==> src/rtl/sonar_pkg.sv <==
// rtl/sonar_pkg.sv - shared state codes, BCD widths and default 50 MHz timing for the sonar blocks
package sonar_pkg;

    localparam int BCD_W    = 4;
    localparam int N_DIGITS = 3;
    localparam int MEDIDA_W = BCD_W * N_DIGITS;
    localparam int ESTADO_W = 3;

    localparam int CICLOS_TRIGGER_DEF = 500;
    localparam int CICLOS_POR_CM_DEF  = 2941;
    localparam int MAX_CM_DEF         = 400;

    typedef enum logic [ESTADO_W-1:0] {
        INICIAL       = 3'd0,
        PREPARACAO    = 3'd1,
        ENVIA_TRIGGER = 3'd2,
        ESPERA_ECHO   = 3'd3,
        MEDE          = 3'd4,
        ARMAZENA      = 3'd5,
        FINAL_MEDIDA  = 3'd6
    } estado_t;

    // Elaboration-time conversion of a centimetre constant to {hundreds, tens, units}.
    function automatic logic [MEDIDA_W-1:0] cm_para_bcd(input int cm);
        return {4'((cm / 100) % 10), 4'((cm / 10) % 10), 4'(cm % 10)};
    endfunction

endpackage

==> src/rtl/contador_cm_bcd.sv <==
// rtl/contador_cm_bcd.sv - echo cycle divider, 3-digit BCD centimetre counter and saturation flag
module contador_cm_bcd
    import sonar_pkg::*;
#(
    parameter int CICLOS_POR_CM = CICLOS_POR_CM_DEF,
    parameter int MAX_CM        = MAX_CM_DEF
) (
    input  logic                clock,
    input  logic                reset,
    input  logic                zera,
    input  logic                conta,
    output logic [MEDIDA_W-1:0] medida_bcd,
    output logic                saturado
);

    localparam int DIV_W = (CICLOS_POR_CM > 1) ? $clog2(CICLOS_POR_CM) : 1;
    localparam logic [DIV_W-1:0]    DIV_ULTIMO = DIV_W'(CICLOS_POR_CM - 1);
    localparam logic [MEDIDA_W-1:0] MAX_BCD    = cm_para_bcd(MAX_CM);

    logic [DIV_W-1:0] divisor;
    logic [BCD_W-1:0] centenas, dezenas, unidades;

    assign medida_bcd = {centenas, dezenas, unidades};

    always_ff @(posedge clock or negedge reset) begin
        if (!reset) begin
            divisor  <= '0;
            centenas <= '0;
            dezenas  <= '0;
            unidades <= '0;
            saturado <= 1'b0;
        end else if (zera) begin
            divisor  <= '0;
            centenas <= '0;
            dezenas  <= '0;
            unidades <= '0;
            saturado <= 1'b0;
        end else if (conta) begin
            if (divisor == DIV_ULTIMO) begin
                divisor <= '0;
                // A full centimetre beyond MAX_CM means the target is out of range.
                if (medida_bcd == MAX_BCD) begin
                    saturado <= 1'b1;
                end else if (unidades == 4'd9) begin
                    unidades <= '0;
                    if (dezenas == 4'd9) begin
                        dezenas  <= '0;
                        centenas <= centenas + 4'd1;
                    end else begin
                        dezenas <= dezenas + 4'd1;
                    end
                end else begin
                    unidades <= unidades + 4'd1;
                end
            end else begin
                divisor <= divisor + 1'b1;
            end
        end
    end

endmodule

==> src/rtl/sonar_medidor_hcsr04.sv <==
// rtl/sonar_medidor_hcsr04.sv - HC-SR04 trigger/echo timing FSM producing a BCD distance in cm
module sonar_medidor_hcsr04
    import sonar_pkg::*;
#(
    parameter int CICLOS_TRIGGER = CICLOS_TRIGGER_DEF,
    parameter int CICLOS_POR_CM  = CICLOS_POR_CM_DEF,
    parameter int MAX_CM         = MAX_CM_DEF
) (
    input  logic                clock,
    input  logic                reset,
    input  logic                medir,
    input  logic                echo,
    output logic                trigger,
    output logic                pronto,
    output logic [MEDIDA_W-1:0] medida,
    output logic                fora_alcance,
    output logic [ESTADO_W-1:0] db_estado
);

    localparam int TIMER_W = $clog2(CICLOS_TRIGGER + 1);
    localparam logic [TIMER_W-1:0] TIMER_ULTIMO = TIMER_W'(CICLOS_TRIGGER - 1);

    estado_t estado, estado_prox;

    logic               echo_meta, echo_s, echo_d;
    logic               echo_sobe, echo_desce;
    logic [TIMER_W-1:0] timer;
    logic               zera, conta;
    logic [MEDIDA_W-1:0] medida_bcd;
    logic               saturado;

    always_ff @(posedge clock or negedge reset) begin
        if (!reset) begin
            echo_meta <= 1'b0;
            echo_s    <= 1'b0;
            echo_d    <= 1'b0;
        end else begin
            echo_meta <= echo;
            echo_s    <= echo_meta;
            echo_d    <= echo_s;
        end
    end

    assign echo_sobe  = echo_s & ~echo_d;
    assign echo_desce = ~echo_s & echo_d;

    always_ff @(posedge clock or negedge reset) begin
        if (!reset) begin
            estado <= INICIAL;
        end else begin
            estado <= estado_prox;
        end
    end

    always_comb begin
        estado_prox = estado;
        zera        = 1'b0;
        case (estado)
            INICIAL:       if (medir) estado_prox = PREPARACAO;
            PREPARACAO: begin
                zera        = 1'b1;
                estado_prox = ENVIA_TRIGGER;
            end
            ENVIA_TRIGGER: if (timer == TIMER_ULTIMO) estado_prox = ESPERA_ECHO;
            ESPERA_ECHO: begin
                if (medir)          estado_prox = PREPARACAO;
                else if (echo_sobe) estado_prox = MEDE;
            end
            MEDE: begin
                if (medir)           estado_prox = PREPARACAO;
                else if (echo_desce) estado_prox = ARMAZENA;
            end
            ARMAZENA:      estado_prox = FINAL_MEDIDA;
            FINAL_MEDIDA:  estado_prox = INICIAL;
            default:       estado_prox = INICIAL;
        endcase
    end

    always_ff @(posedge clock or negedge reset) begin
        if (!reset) begin
            timer <= '0;
        end else if (estado == PREPARACAO) begin
            timer <= '0;
        end else if (estado == ENVIA_TRIGGER) begin
            timer <= timer + 1'b1;
        end
    end

    // MEDE is entered and left on the same detect-register delay, so echo_d is
    // high for exactly the synchronised pulse width while in MEDE.
    assign conta = (estado == MEDE) && echo_d;

    contador_cm_bcd #(
        .CICLOS_POR_CM(CICLOS_POR_CM),
        .MAX_CM       (MAX_CM)
    ) u_contador (
        .clock     (clock),
        .reset     (reset),
        .zera      (zera),
        .conta     (conta),
        .medida_bcd(medida_bcd),
        .saturado  (saturado)
    );

    always_ff @(posedge clock or negedge reset) begin
        if (!reset) begin
            medida       <= '0;
            fora_alcance <= 1'b0;
        end else if (estado == ARMAZENA) begin
            medida       <= medida_bcd;
            fora_alcance <= saturado;
        end
    end

    // Decoded from the state register only, so reset drops trigger immediately.
    assign trigger   = (estado == ENVIA_TRIGGER);
    assign pronto    = (estado == FINAL_MEDIDA);
    assign db_estado = estado;

endmodule

==> config.mk <==
export PLATFORM = sky130hd
export DESIGN_NAME = sonar_medidor_hcsr04
export DESIGN_NICKNAME = d
export VERILOG_FILES = /design/src/rtl/sonar_pkg.sv /design/src/rtl/contador_cm_bcd.sv /design/src/rtl/sonar_medidor_hcsr04.sv
export SDC_FILE = /design/constraint.sdc
export NUM_CORES = 1
export LEC_CHECK = 0
export BUFFER_PORTS_ARGS = -buffer_cell sky130_fd_sc_hd__buf_2
export CELL_PAD_IN_SITES_DETAIL_PLACEMENT = 1
export CELL_PAD_IN_SITES_GLOBAL_PLACEMENT = 1
export CORE_MARGIN = 1
export CORE_UTILIZATION = 44
export CTS_BUF_LIST = sky130_fd_sc_hd__clkbuf_8
export DETAILED_ROUTE_END_ITERATION = 8
export GPL_TIMING_DRIVEN = 1
export PLACE_DENSITY = 0.81
export SYNTH_ARGS = -nofsm -noshare
export SYNTH_HDL_FRONTEND = slang
export SYNTH_SLANG_ARGS = --single-unit
==> constraint.sdc <==
create_clock -name clock -period 1.9 [get_ports clock]
set_input_delay 0.38 -clock clock [delete_from_list [all_inputs] [get_ports clock]]
set_output_delay 0.38 -clock clock [all_outputs]
set_load 0.01 [all_outputs]
**Yosys cells after proc, flatten, opt, wreduce, memory -nomap -nowiden**

Index checks and enable logic that the tools add are counted.

- Register bits: 53
- Bits of input ports: 4
- Output and inout bits: 18

- Add/sub/neg operators: 5
- Eq/ne operators: 16
- Muxes and demuxes: 34
- Bitwise operators: 4
- Reductions and logical operators: 13

Operators with widths:

| cell | count |
|---|---|
| $mux W4 | 17 |
| $mux W12 | 3 |
| $mux W3 | 6 |
| $mux W9 | 2 |
| $pmux W3 S6 | 1 |
| $add A12 B1 Y12 const B | 1 |
| $add A4 B1 Y4 const B | 3 |
| $eq A12 B11 Y1 const B | 1 |
| $eq A12 B12 Y1 const B | 1 |
| $reduce_bool A2 Y1 | 6 |
| $add A9 B1 Y9 const B | 1 |
| $eq A3 B3 Y1 const B | 3 |
| $eq A9 B9 Y1 const B | 1 |
| $eq A4 B4 Y1 const B | 2 |
| $reduce_and A4 Y1 | 2 |
| $eq A3 B2 Y1 const B | 2 |
| $ne A3 B3 Y1 const B | 2 |
| $reduce_and A3 Y1 | 2 |
| $mux W1 | 5 |
| $reduce_and A5 Y1 | 1 |
| $ne A2 B1 Y1 const B | 2 |
| $eq A3 B1 Y1 const B | 1 |
| $logic_not A3 Y1 | 1 |
| $and A1 B1 Y1 | 2 |
| 3 further kinds | 4 |

**Depth between registers and ports, before layout**

Gate-level depths: netlist (run 1).

- Depth after elaboration: 7
- Mapped depth: 8
- Depth with buffers taken out: 7

**Cells and area by module**

From an unflattened synthesis (run 1), not the netlist that was laid out.

- Cell total of the unflattened synthesis: 271
- Area, all modules: 2717.6 sq um

Modules (own cells, without submodules):

| module | instances | cells each | area each (sq um) |
|---|---|---|---|
| contador_cm_bcd | 1 | 167 | 1498.9 |
| sonar_medidor_hcsr04 | 1 | 104 | 1218.7 |

**Worst setup path after synthesis (run 1)**

OpenSTA, ideal clock, no wires.

- Path type: reg2reg
- Start point: register estado[2], in the netlist db_estado[2]
- End point: register u_contador.centenas[2]
- Data arrival time: 1720 ps
- Data required time: 1768 ps
- Path slack: 48 ps
- Cell stages (with the launch flop): 8
- Cells stage by stage: dfrtp_1 buf_2 or3b_1 nand2_2 o211ai_2 buf_2 o31ai_1 o31ai_1

- Longest elaborated chain between the ends: 4
- Elaborated cells on any way between the ends: 11
- Classes of those cells: eq/ne (3); mux (2); reduce/logical (6)

Ends and longest elaborated chain:

| element | RTL line | source |
|---|---|---|
| from (decl) | sonar_medidor_hcsr04.sv:23 | `estado_t estado, estado_prox;` |
| from (signal assigned) | sonar_medidor_hcsr04.sv:51 | `estado <= estado_prox;` |
| $eq A3 B1 Y1 or $eq A3 B3 Y1 (tied branches) | sonar_medidor_hcsr04.sv:58, sonar_medidor_hcsr04.sv:91 |  |
| $mux W1 or $logic_and A1 B1 Y1 (tied branches) | sonar_medidor_hcsr04.sv:58, sonar_medidor_hcsr04.sv:91 |  |
| $ne A2 B1 Y1 (no source line) or $reduce_bool A2 Y1 (tied branches) | - |  |
| $reduce_and A5 Y1 (no source line) | - |  |
| to (signal assigned) | contador_cm_bcd.sv:48 | `centenas <= centenas + 4'd1;` |
| to (decl) | contador_cm_bcd.sv:21 | `logic [BCD_W-1:0] centenas, dezenas, unidades;` |

Several ways; a longest one is shown, not always the timed one.
A chain may end at the register's enable or synchronous reset.

**Worst setup path in the final report (run 1)**

- Start point: register timer[4]
- End point: register estado[0], in the netlist db_estado[0]

- Longest elaborated chain between the ends: 3

Ends and longest elaborated chain:

| element | RTL line | source |
|---|---|---|
| from (decl) | sonar_medidor_hcsr04.sv:27 | `logic [TIMER_W-1:0] timer;` |
| from (signal assigned) | sonar_medidor_hcsr04.sv:85 | `timer <= timer + 1'b1;` |
| $eq A9 B9 Y1 | sonar_medidor_hcsr04.sv:64 | `ENVIA_TRIGGER: if (timer == TIMER_ULTIMO) estado_prox = ESPERA_ECHO;` |
| $ne A2 B1 Y1 (no source line) | - |  |
| $reduce_and A4 Y1 (no source line) | - |  |

Every way passes these cells.

==> results of run 1 <==
## cell usage after synthesis, drive strengths merged (4+ instances only)
library cell	n
or3	4
dfrtp	53
inv	12
o21ai	19
nand4	8
xnor2	4
nand2	28
nor2	25
buf	4
clkbuf	4
nand3b	4
mux2	9
a21oi	7
ha	11
mux2i	4
nor3	6
xor2	8
nand3	10
## sequential cells by signal (all words and copies together), names as in the netlist
signal and flops:
u_contador.saturado 1, echo_d 1, u_contador.dezenas 4, echo_s 1, medida 12, db_estado 3, fora_alcance 1, u_contador.centenas 4
u_contador.unidades 4, timer 9, echo_meta 1, u_contador.divisor 12
## where the power goes
group | switching (uW) | internal, uW
Sequential | 122 | 1260
Combinational | 693 | 549
Clock | 375 | 251
## final cells by class
class | instances | area (um2)
repair buffers | 47 | 325.3
well taps | 75 | 93.84
clock buffers | 5 | 68.82
flip-flops and latches | 53 | 1326
clock inverters | 3 | 13.76
multi-input cells | 188 | 1344
fillers | 666 | 2669
inverters | 12 | 45.04
## repair_timing
action / 4_1_cts / 5_1_grt
setup endpoints to repair: 3 / 18
setup buffers: 1 / 5
pin swaps: 2 / 5
gates cloned: 0 / 1
gates resized for setup: 5 / 19
## worst min path at each step
stage	to	slack [ns]	cells past startpoint
finish	medida[10]	0.007	1
global route	timer[3]	0.03	1
CTS	timer[3]	0.01	1
detailed placement	echo_s	0.34	0
global placement	echo_s	0.33	0
floorplan	db_estado[0]	0.08	0
## layer usage
| layer | wire length, um | vias to the layer above |
|---|---|---|
| met4 | 97 | 0 |
| met1 | 2855 | 1074 |
| li1 | - | 1009 |
| met5 | 0 | - |
| met2 | 3551 | 24 |
| met3 | 123 | 9 |
## critical path, delay by kind of cell, from the launching register on
kind            cells  cell delay (ns)
compound gates      4             1.21
flops               1             0.42
simple gates        1             0.17
## logic make-up after synthesis
kind of cell	count (synthesis)	share of synthesized area (%)
buffers and inverters	20	3.092
AND/OR/NAND/NOR	106	21.79
flip-flops	53	49.67
AO/OA/AOI/OAI	46	11.06
multiplexers	13	5.295
adder cells (fa/ha/maj)	11	5.155
XOR/XNOR	12	3.936
## stage by stage
stage	total power (uW)	cell area (um2)	utilization, %	setup WS [ns]
finish	3249	3217	54.66	0.03684
global placement	2431	2987	50.74	0.09374
CTS	3140	3094	52.57	-0.007060
floorplan	2056	2670	-	0.04813
detailed placement	2511	2987	50.74	0.009649
global route	3454	3217	54.66	-0.03579
==> results.md, run 1 <==
* Result of the run: completed
* Number of synthesized flops with an enable pin at 0
* Max-slew violation count at 0
* Maximum achievable frequency at 536.7 MHz
* Depth of the worst register-to-register path at 5
* DRC violations left at 0
* Unrepaired setup endpoints after global routing: yes
* Most used cells in the layout excluding fill and tap cells: sky130_fd_sc_hd__dfrtp_1, sky130_fd_sc_hd__nand2_1, sky130_fd_sc_hd__nor2_1, sky130_fd_sc_hd__buf_2, sky130_fd_sc_hd__buf_4
* Max_slew headroom at 60.85%
* Mean Syn Cell Area at 10.23 um2
* Total Nets Final at 322
* Critical path cell sequence: nand4_1 > o41ai_1 > o41ai_2 > a211oi_1 > a311o_1
* Pre-antenna DRT Iters at 4
* Worst supply voltage drop on vdd at 0.0004246 V
* Fin Clk Skew at 0.005458 ns
* Fin. Hold Viols at 0
* Post-detailed-route via-to-cell ratio at 5.525
* Data required time of the worst path at 2.15 ns
* Met1 usage at 27.19%
* Number of endpoints failing setup at the final stage at 0
* Setup_tns at 0 ns
* Number of top-level pins at 22
* Ant. Diodes at 0
* Met3 Use GR at 3.771%
* RR Endpoint: db_estado[0]
* CP Launch Type: flop
* End of the critical path: db_estado[0]
* First-pass GRT wire length at 10740 um
* Maximum buffer depth of the clock tree at 2
* Dominant synthesized flop cell: sky130_fd_sc_hd__dfrtp_1
* Synth Register Bits at 53
* Hold Slack at 0.007198 ns
* Sequential element share of the synthesized area at 49.67%
* Final std cells w/o fill at 383
* TritonCTS clock tree: built
* Reg clk slew, reported paths at 0.10 ns
* Cell leakage power at 0.001543 uW
* Remaining Overflow, GRT at 0
* Largest net degree at the start of global routing at 22
* Gp weighted congestion at 0.8305
* Ys async rst share at 100.0%
* Antenna violations before repair at 0
* Die footprint at 6384 um2
* Slew of the pin with the lowest slew margin at 0.5797 ns
* Synth Instances at 261
* Leading area contributor after synthesis: sky130_fd_sc_hd__dfrtp_1
* MaxCap Viol Count at 0
* Syn. warnings at 0
* Net Count, Synth at 276
* Number of I/O port buffers at 21
* Clock root buffer master: sky130_fd_sc_hd__clkbuf_8
* Crit end category: flop
* Leading cell type in the layout, fill and taps excluded: sky130_fd_sc_hd__dfrtp_1
* Initial Utilization at 45.37%
* Hold_buf cts at 0
* Via count of the first global-routing pass at 2181
* H-tree levels at 2
* Synth area leaders: sky130_fd_sc_hd__dfrtp_1, sky130_fd_sc_hd__ha_1, sky130_fd_sc_hd__mux2_2
* Detailed-route via count at 2116
* Critical Path Source: timer[4]
* Detailed Route WL at 6628 um
* Total GRT Usage at 22.41%
* Die span in x at 79.90 um
* CP Class: reg -> reg
* Layer with the highest usage after global routing: met2
* Remaining number of nets flagged by the antenna check after routing at 0
* Met2 usage in global routing at 40.26%
* Clk Latency, worst-skew pair at 0.31 ns
* Proportion of layout cells with a drive suffix above 1 at 28.25%
* Std-Cell Rows at 28
* Cell variety after synth at 49
* TritonCTS buffer count at 5
* Power density normalized to cell area at 1010 nW/um2
* Placed Cells incl. Taps at 368
* Cell Area, Synth at 2670 um2
* Critical-path maximum fanout at 4
* Yosys top cell area share at 49.67%
* Drt first-iter violations at 69
* Post-detailed-placement half-perimeter wirelength at 4786 um
* Launch instance of the worst register-to-register path: timer[4]
* Critical Path Slowest Stage Cell: sky130_fd_sc_hd__o41ai_1
* Final critical delay including setup and external delays at 1.863 ns
* Placeable core region at 5886 um2
* Crit path DAT at 2.11 ns
* Number of clock sinks at 53
* Post-route fraction of the period consumed by the critical path at 98.06%
* Average wire length per cell after detail routing at 17.31 um
* Slack of the worst reg-to-reg path at 0.04 ns
* Relative area change from synthesis to final layout at 20.48%
* Worst hold-check path type: in -> async
* Die boundary height at 79.90 um
* Largest stage delay, worst path at 0.58 ns
Power figures use the tool's default switching activity.
==> run 2, diff against run 1 <==
Settings changed: CORE_UTILIZATION 44 to 49, PLACE_DENSITY 0.81 to 0.85, SYNTH_HIERARCHICAL set to 1.
Clock period 1.9 ns to 2.02 ns, I/O delays scaled along.
==> results.md, run 2 <==
* Result of the run: finished, violations left
* Violations in the final reports: negative setup slack
* Maximum buffer depth of the clock tree at 2 (unchanged)
* Synth area leaders: sky130_fd_sc_hd__dfrtp_1, sky130_fd_sc_hd__mux2_2, sky130_fd_sc_hd__ha_1
* Ant. Diodes at 0 (unchanged)
* Design Power at 2524 uW (-22%)
* Detailed-route via count at 2322 (+9.7%)
* CP Class: reg -> reg
* Critical Path Source: u_contador/divisor[0]
* Yosys top cell area share at 48.80% (-0.87 points)
* Post-layout worst setup margin at -0.01494 ns (-0.05177 ns)
* Post-detailed-route via-to-cell ratio at 6.031 (+9.2%)
* Combined buffer and inverter count along the critical path at 1 (+1)
* Average wire length per cell after detail routing at 19.29 um (+11%)
* Clk Latency, worst-skew pair at 0.31 ns (about the same)
* Number of synthesized flops with an enable pin at 0 (unchanged)
* Unrepaired setup endpoints after global routing: yes
* Critical path cell sequence: inv_1 > ha_2 > nand2_1 > or4_4 > or4_1 > a21oi_1
* Fin Clk Skew at 0.01287 ns (+0.007416 ns)
* Cell leakage power at 0.001450 uW (-6.0%)
* Max-slew violation count at 0 (unchanged)
* Fin. Hold Viols at 0 (unchanged)
* Dominant synthesized flop cell: sky130_fd_sc_hd__dfrtp_1
* Number of endpoints failing setup at the final stage at 1 (+1)
* Slew of the pin with the lowest slew margin at 0.5152 ns (-0.06447 ns)
* Post-detailed-placement half-perimeter wirelength at 5035 um (+5.2%)
* Placement-stage worst setup slack at -0.1067 ns (-0.1164 ns)
* Number of clock sinks at 53 (unchanged)
* Remaining Overflow, GRT at 0 (unchanged)
* Net Count, Synth at 286 (+3.6%)
* Synth Register Bits at 53 (unchanged)
* Design Area, Final at 3208 um2 (-0.27%)
* Power density normalized to cell area at 786.8 nW/um2 (-22%)
* Hold_buf cts at 0 (unchanged)
* CP Launch Type: flop
* Sequential element share of the synthesized area at 48.80% (-0.87 points)
* Die footprint at 5848 um2 (-8.4%)
* Synth Instances at 271 (+3.8%)
* Relative area change from synthesis to final layout at 18.05%
* Final std cells w/o fill at 385 (+0.52%)
* Number of top-level pins at 22 (unchanged)
* Cell with the most instances after synthesis: sky130_fd_sc_hd__dfrtp_1
* Placeable core region at 5238 um2 (-11%)
* TritonCTS clock tree: built
* Std-Cell Rows at 26 (-7.1%)
* Clock root buffer master: sky130_fd_sc_hd__clkbuf_8
* Data required time of the worst path at 2.25 ns (+0.10 ns)
* Crit path DAT at 2.27 ns (+0.16 ns)
* Reg clk slew, reported paths at 0.09 ns (about the same)
* Largest net degree at the start of global routing at 54 (+150%)
* CP delay by family, top: simple AND/OR/NAND/NOR gates
* Post-place instance area at 3069 um2 (+2.8%)
* Die boundary height at 76.47 um (-4.3%)
* Ys async rst share at 100.0% (unchanged)
* Maximum achievable frequency at 491.4 MHz (-8.4%)
* Pre-antenna DRT Iters at 5 (+1)
* RR Endpoint: u_contador/centenas[2]
* End of the critical path: u_contador/centenas[2]
* Drt first-iter violations at 168 (+140%)
* Max_slew headroom at 65.34% (+4.5 points)
* Cell Area, Synth at 2718 um2 (+1.8%)
* Critical path depth at 6 (+1)
* Total GRT Usage at 26.40% (+4.0 points)
* Leading cell type in the layout, fill and taps excluded: sky130_fd_sc_hd__dfrtp_1
* H-tree levels at 2 (unchanged)
* Most instantiated cells after synthesis: sky130_fd_sc_hd__dfrtp_1, sky130_fd_sc_hd__o21ai_0, sky130_fd_sc_hd__a21oi_1, sky130_fd_sc_hd__inv_1, sky130_fd_sc_hd__nand2_1
* First-pass GRT wire length at 11930 um (+11%)
* Final critical delay including setup and external delays at 2.035 ns (+0.1718 ns)
* Worst hold-check path type: in -> async
* Number of I/O port buffers at 21 (unchanged)
* Hold Slack at 0.06348 ns (+0.05628 ns)
* MaxCap Viol Count at 0 (unchanged)
* Placed Cells incl. Taps at 376 (+2.2%)
* Worst supply voltage drop on vdd at 0.0004751 V (+12%)
* Syn. warnings at 6 (+6)
* Detailed Route WL at 7426 um (+12%)
* Largest stage delay, worst path at 0.49 ns (-0.09 ns)
* Via count of the first global-routing pass at 2407 (+10%)
* Antenna violations before repair at 0 (unchanged)
* Initial Utilization at 51.89% (+6.5 points)
* Most used cells in the layout excluding fill and tap cells: sky130_fd_sc_hd__dfrtp_1, sky130_fd_sc_hd__buf_4, sky130_fd_sc_hd__o21ai_0, sky130_fd_sc_hd__buf_2, sky130_fd_sc_hd__inv_1
* Remaining number of nets flagged by the antenna check after routing at 0 (unchanged)
* Gp weighted congestion at 0.8149 (-1.9%)
* Crit end category: flop
* Post-route fraction of the period consumed by the critical path at 100.7% (+2.7 points)
* Largest registers in the final layout: medida (12), u_contador/divisor (12), timer (9)
* Slack of the worst reg-to-reg path at -0.01 ns (-0.05 ns)
* Critical Path Slowest Stage Cell: sky130_fd_sc_hd__or4_1
* Total Nets Final at 329 (+2.2%)
* TritonCTS buffer count at 5 (unchanged)
* Cell variety after synth at 44 (-10%)
* Proportion of layout cells with a drive suffix above 1 at 26.67% (-1.6 points)
* Depth of the worst register-to-register path at 6 (+1)
* Die span in x at 76.47 um (-4.3%)
* DRC violations left at 0 (unchanged)
* Launch instance of the worst register-to-register path: u_contador/divisor[0]
* Mean Syn Cell Area at 10.03 um2 (-2.0%)
* Leading area contributor after synthesis: sky130_fd_sc_hd__dfrtp_1
* Critical-path maximum fanout at 6 (+2)
## run 2: cell types whose count changed after synthesis, sizes merged, moves of 6 or more
cell	delta
a21oi	+12
nand2	-12
nor2	-10
nor3	+6
xor2	-7
## run 2: worst register-to-register path: stages (launching register included)
cell and delay (ns):
sky130_fd_sc_hd__dfrtp_1 0.41, sky130_fd_sc_hd__inv_1 0.10, sky130_fd_sc_hd__ha_2 0.20, sky130_fd_sc_hd__nand2_1 0.09, sky130_fd_sc_hd__or4_4 0.47, sky130_fd_sc_hd__or4_1 0.49
sky130_fd_sc_hd__a21oi_1 0.19
## run 2: kinds of logic after synthesis
kind of cell | synth area share (%)
AO/OA/AOI/OAI | 12.43
flip-flops | 48.80
XOR/XNOR | 2.578
multiplexers | 6.123
adder cells (fa/ha/maj) | 5.064
AND/OR/NAND/NOR | 20.49
buffers and inverters | 4.512
## run 2: worst min-delay path by stage
stage,to,start,cells past startpoint
after detailed placement,echo_s,echo_meta,0
after global placement,echo_s,echo_meta,0
after global routing,timer[6],reset,2
final,timer[6],reset,2
after CTS,timer[1],reset,2
after floorplan,db_estado[0],reset,0
## run 2: what timing repair did
action                                  CTS  global route
setup buffers                             1             0
endpoints found under the setup margin    4             9
gates resized for setup                   6             6
pin swaps                                 3             2
## run 2: cell type report
cell class	count	area, um2
fill	582	2029
multi-input combinational	190	1331
sequential	53	1328
inverter	18	72.57
tap	70	87.58
clock inverter	3	11.26
clock buffer	5	68.82
timing repair buffer	46	309.0
## run 2: metal layers
layer,global-route usage [%],vias to the layer above,part of all wire (%)
met3,3.832,24,2.5
met5,0,-,0
li1,-,1063,-
met1,30.83,1178,41
met2,48.74,57,53
met4,9.615,0,2.8
## run 2: power by group
part	internal, uW	switching, uW
Clock	232	334
Combinational	284	473
Sequential	1130	75.3
Total	1640	883
## run 2: per-stage QoR
stage | setup TNS, ns | util, %
2_1_floorplan | -0.2219 | -
3_3_place_gp | 0 | 58.60
3_5_place_dp | -0.1067 | 58.60
4_1_cts | 0 | 60.75
5_1_grt | -0.06803 | 61.25
6_report | -0.01494 | 61.25
==> run 3, diff against run 2 <==
Settings changed: ABC_AREA set to 1, CORE_UTILIZATION 49 to 46.
==> results.md, run 3 <==
* Flop pwr share at 58.8% (+11 points)
* H-tree levels at 2 (unchanged)
* Switching Share at 20.59% (-14 points)
* Leading area contributor after synthesis: sky130_fd_sc_hd__dfrtp_1
* Synth area leaders: sky130_fd_sc_hd__dfrtp_1, sky130_fd_sc_hd__nand2_1, sky130_fd_sc_hd__nand3_1
* Max-slew violation count at 0 (unchanged)
* DRC violations left at 0 (unchanged)
* Cell variety after synth at 30 (-32%)
* First-pass GRT wire length at 11650 um (-2.3%)
* Design Area, Final at 3258 um2 (+1.6%)
* Largest registers in the final layout: medida (12), u_contador/divisor (12), timer (9)
* Total GRT Usage at 22.52% (-3.9 points)
* Power dissipated by switching net loads at 372.7 uW (-58%)
* Data required time of the worst path at 2.22 ns (-0.03 ns)
* Hold_buf cts at 0 (unchanged)
* Die span in x at 82.31 um (+7.6%)
* Combinational family with the most area after synthesis: simple AND/OR/NAND/NOR gates
* Gate power share at 1.8% (-28 points)
* Ys async rst share at 100.0% (unchanged)
* Via count of the first global-routing pass at 2546 (+5.8%)
* Final critical delay including setup and external delays at 1.803 ns (-0.2318 ns)
* Compound-cell area share of the yosys netlist at 2.573% (-9.9 points)
* Placeable core region at 6061 um2 (+16%)
* MaxCap Viol Count at 0 (unchanged)
* Crit end category: flop
* Sequential element share of the synthesized area at 44.71% (-4.1 points)
* Mean Syn Cell Area at 7.646 um2 (-24%)
* Cell with the most instances after synthesis: sky130_fd_sc_hd__nand2_1
* Detailed-route via count at 2537 (+9.3%)
* Number of endpoints failing setup at the final stage at 0 (-1)
* Synth Area in XOR/XNOR at 1.771% (-0.81 points)
* Number of buffers inserted to repair setup after CTS at 0 (-1)
* Post-Synth Simple-Gate Area at 38.46% (+18 points)
* Clk Latency, worst-skew pair at 0.30 ns (about the same)
* Initial Utilization at 48.95% (-2.9 points)
* Placement-stage worst setup slack at 0.2129 ns (+0.3196 ns)
* Drt first-iter violations at 84 (-50%)
* Maximum buffer depth of the clock tree at 2 (unchanged)
* Maximum achievable frequency at 554.6 MHz (+13%)
* Crit path DAT at 2.00 ns (-0.27 ns)
* Antenna violations before repair at 0 (unchanged)
* Post-layout worst setup margin at 0.2168 ns (+0.2318 ns)
* Mux share of post-synthesis cell area at 0% (-6.1 points)
* Number of clock sinks at 53 (unchanged)
* Post-detailed-route via-to-cell ratio at 5.199 (-14%)
* TritonCTS buffer count at 5 (unchanged)
* Result of the run: completed
* Cell Area, Synth at 2967 um2 (+9.2%)
* Fin Clk Skew at 0.008753 ns (-0.004122 ns)
* Most used cells in the layout excluding fill and tap cells: sky130_fd_sc_hd__nand2_1, sky130_fd_sc_hd__dfrtp_1, sky130_fd_sc_hd__nor2_1, sky130_fd_sc_hd__inv_1, sky130_fd_sc_hd__nand3_1
* Detailed Route WL at 6803 um (-8.4%)
* Relative area change from synthesis to final layout at 9.827%
* Yosys top cell area share at 44.71% (-4.1 points)
* Syn. warnings at 6 (unchanged)
* TritonCTS clock tree: built
* CP Class: reg -> reg
* Reg clk slew, reported paths at 0.10 ns (about the same)
* Remaining Overflow, GRT at 0 (unchanged)
* Max_slew headroom at 78.85% (+14 points)
* Cell leakage power at 0.001760 uW (+21%)
* Die boundary height at 82.31 um (+7.6%)
* Number of I/O port buffers at 21 (unchanged)
* Number of synthesized flops with an enable pin at 0 (unchanged)
* Synth Instances at 388 (+43%)
* Worst supply voltage drop on vdd at 0.0003159 V (-33%)
* Average wire length per cell after detail routing at 13.94 um (-28%)
* Remaining number of nets flagged by the antenna check after routing at 0 (unchanged)
* Clock root buffer master: sky130_fd_sc_hd__clkbuf_8
* Fin. Hold Viols at 0 (unchanged)
* Pre-antenna DRT Iters at 4 (-1)
* Dominant synthesized flop cell: sky130_fd_sc_hd__dfrtp_1
* Clk network pwr share at 39.4% (+17 points)
* Die footprint at 6774 um2 (+16%)
* Cells resized by post-CTS repair at 0 (-6)
* Post-route fraction of the period consumed by the critical path at 89.27% (-11 points)
* Number of top-level pins at 22 (unchanged)
* CP Launch Type: flop
* Unrepaired setup endpoints after global routing: no
* Int Power at 1437 uW (-12%)
* Slew of the pin with the lowest slew margin at 0.3151 ns (-0.2001 ns)
* Proportion of layout cells with a drive suffix above 1 at 12.83% (-14 points)
* Total Nets Final at 427 (+30%)
* Net Count, Synth at 403 (+41%)
* Largest net degree at the start of global routing at 54 (unchanged)
* Setup_tns at 0 ns (+0.01494 ns)
* Std-Cell Rows at 28 (+7.7%)
* Critical-path maximum fanout at 8 (+2)
* Most instantiated cells after synthesis: sky130_fd_sc_hd__nand2_1, sky130_fd_sc_hd__dfrtp_1, sky130_fd_sc_hd__nor2_1, sky130_fd_sc_hd__inv_1, sky130_fd_sc_hd__nand3_1
* Post-detailed-placement half-perimeter wirelength at 5155 um (+2.4%)
* Fraction of the mapped netlist area in adder cells at 4.639% (-0.43 points)
* Leading cell type in the layout, fill and taps excluded: sky130_fd_sc_hd__nand2_1
* Power density normalized to cell area at 555.6 nW/um2 (-29%)
* Worst hold-check path type: in -> async
* Gp weighted congestion at 0.8100 (-0.60%)
* Ant. Diodes at 0 (unchanged)
* Post-place instance area at 3147 um2 (+2.5%)
* Synth Register Bits at 53 (unchanged)
run 3: kinds of logic (layout without fill, tap and decap cells):
family                   count (synthesis)  in the layout
AO/OA/AOI/OAI                           14             14
AND/OR/NAND/NOR                        251            251
flip-flops                              53             53
buffers and inverters                   53             78
adder cells (fa/ha/maj)                 11             11
XOR/XNOR                                 6              6
run 3: final cells by class:
type	count	area [um2]
multi-input combinational	282	1408
inverter	45	171.4
sequential	53	1326
clock buffer	5	68.82
tap	75	93.84
clock inverter	3	42.54
fill	797	2803
timing repair buffer	25	147.6
run 3: power by group through the flow:
stage	registers, uW	clock network [uW]	logic, uW
2_1_floorplan	1090	0	2.63
3_3_place_gp	1090	0	33.3
3_5_place_dp	1090	0	34.2
4_1_cts	1070	742	34.3
5_1_grt	1070	775	38.1
6_report	1060	713	32.3
run 3: metrics by stage:
step                      power [uW]  std cells  hold slack [ns]  util [%]
final                           1810        488          0.07808     53.76
after global routing            1879        488          0.09842     53.76
after CTS                       1842        488          0.08902     53.76
after floorplan                 1088        388           0.1084         -
after global placement          1119        480           0.3342     51.92
after detailed placement        1120        480           0.3426     51.92
run 3: worst max-delay path, stage by stage (launching register included):
cell                       delay (ns)
sky130_fd_sc_hd__dfrtp_1         0.49
sky130_fd_sc_hd__nor2_4          0.18
sky130_fd_sc_hd__nand2_4         0.10
sky130_fd_sc_hd__inv_2           0.19
sky130_fd_sc_hd__inv_2           0.13
sky130_fd_sc_hd__nand2_1         0.08
sky130_fd_sc_hd__nor2_1          0.06
sky130_fd_sc_hd__nand3b_2        0.14
sky130_fd_sc_hd__nand3_1         0.17
sky130_fd_sc_hd__nand2_1         0.11
sky130_fd_sc_hd__nand2_1         0.06
run 3: metal layers:
metal	vias to the layer above	track usage [%]	part of all wire (%)
li1	1274	-	-
met1	1240	28.48	47
met2	18	40.50	51
met3	5	2.747	1.7
met4	0	5.614	0.75
met5	-	0	0
run 3: final timing paths:
path	startpoint	to	slack, ns	depth (start not counted)
max reg2reg	db_estado[1]	u_contador/unidades[3]	0.22	10
max in group asynchronous	reset	u_contador/dezenas[1]	1.69	2
min in group clock	echo	echo_meta	0.22	1
min reg2reg	echo_meta	echo_s	0.36	0
max	db_estado[1]	u_contador/unidades[3]	0.22	10
min	reset	echo_s	0.08	2
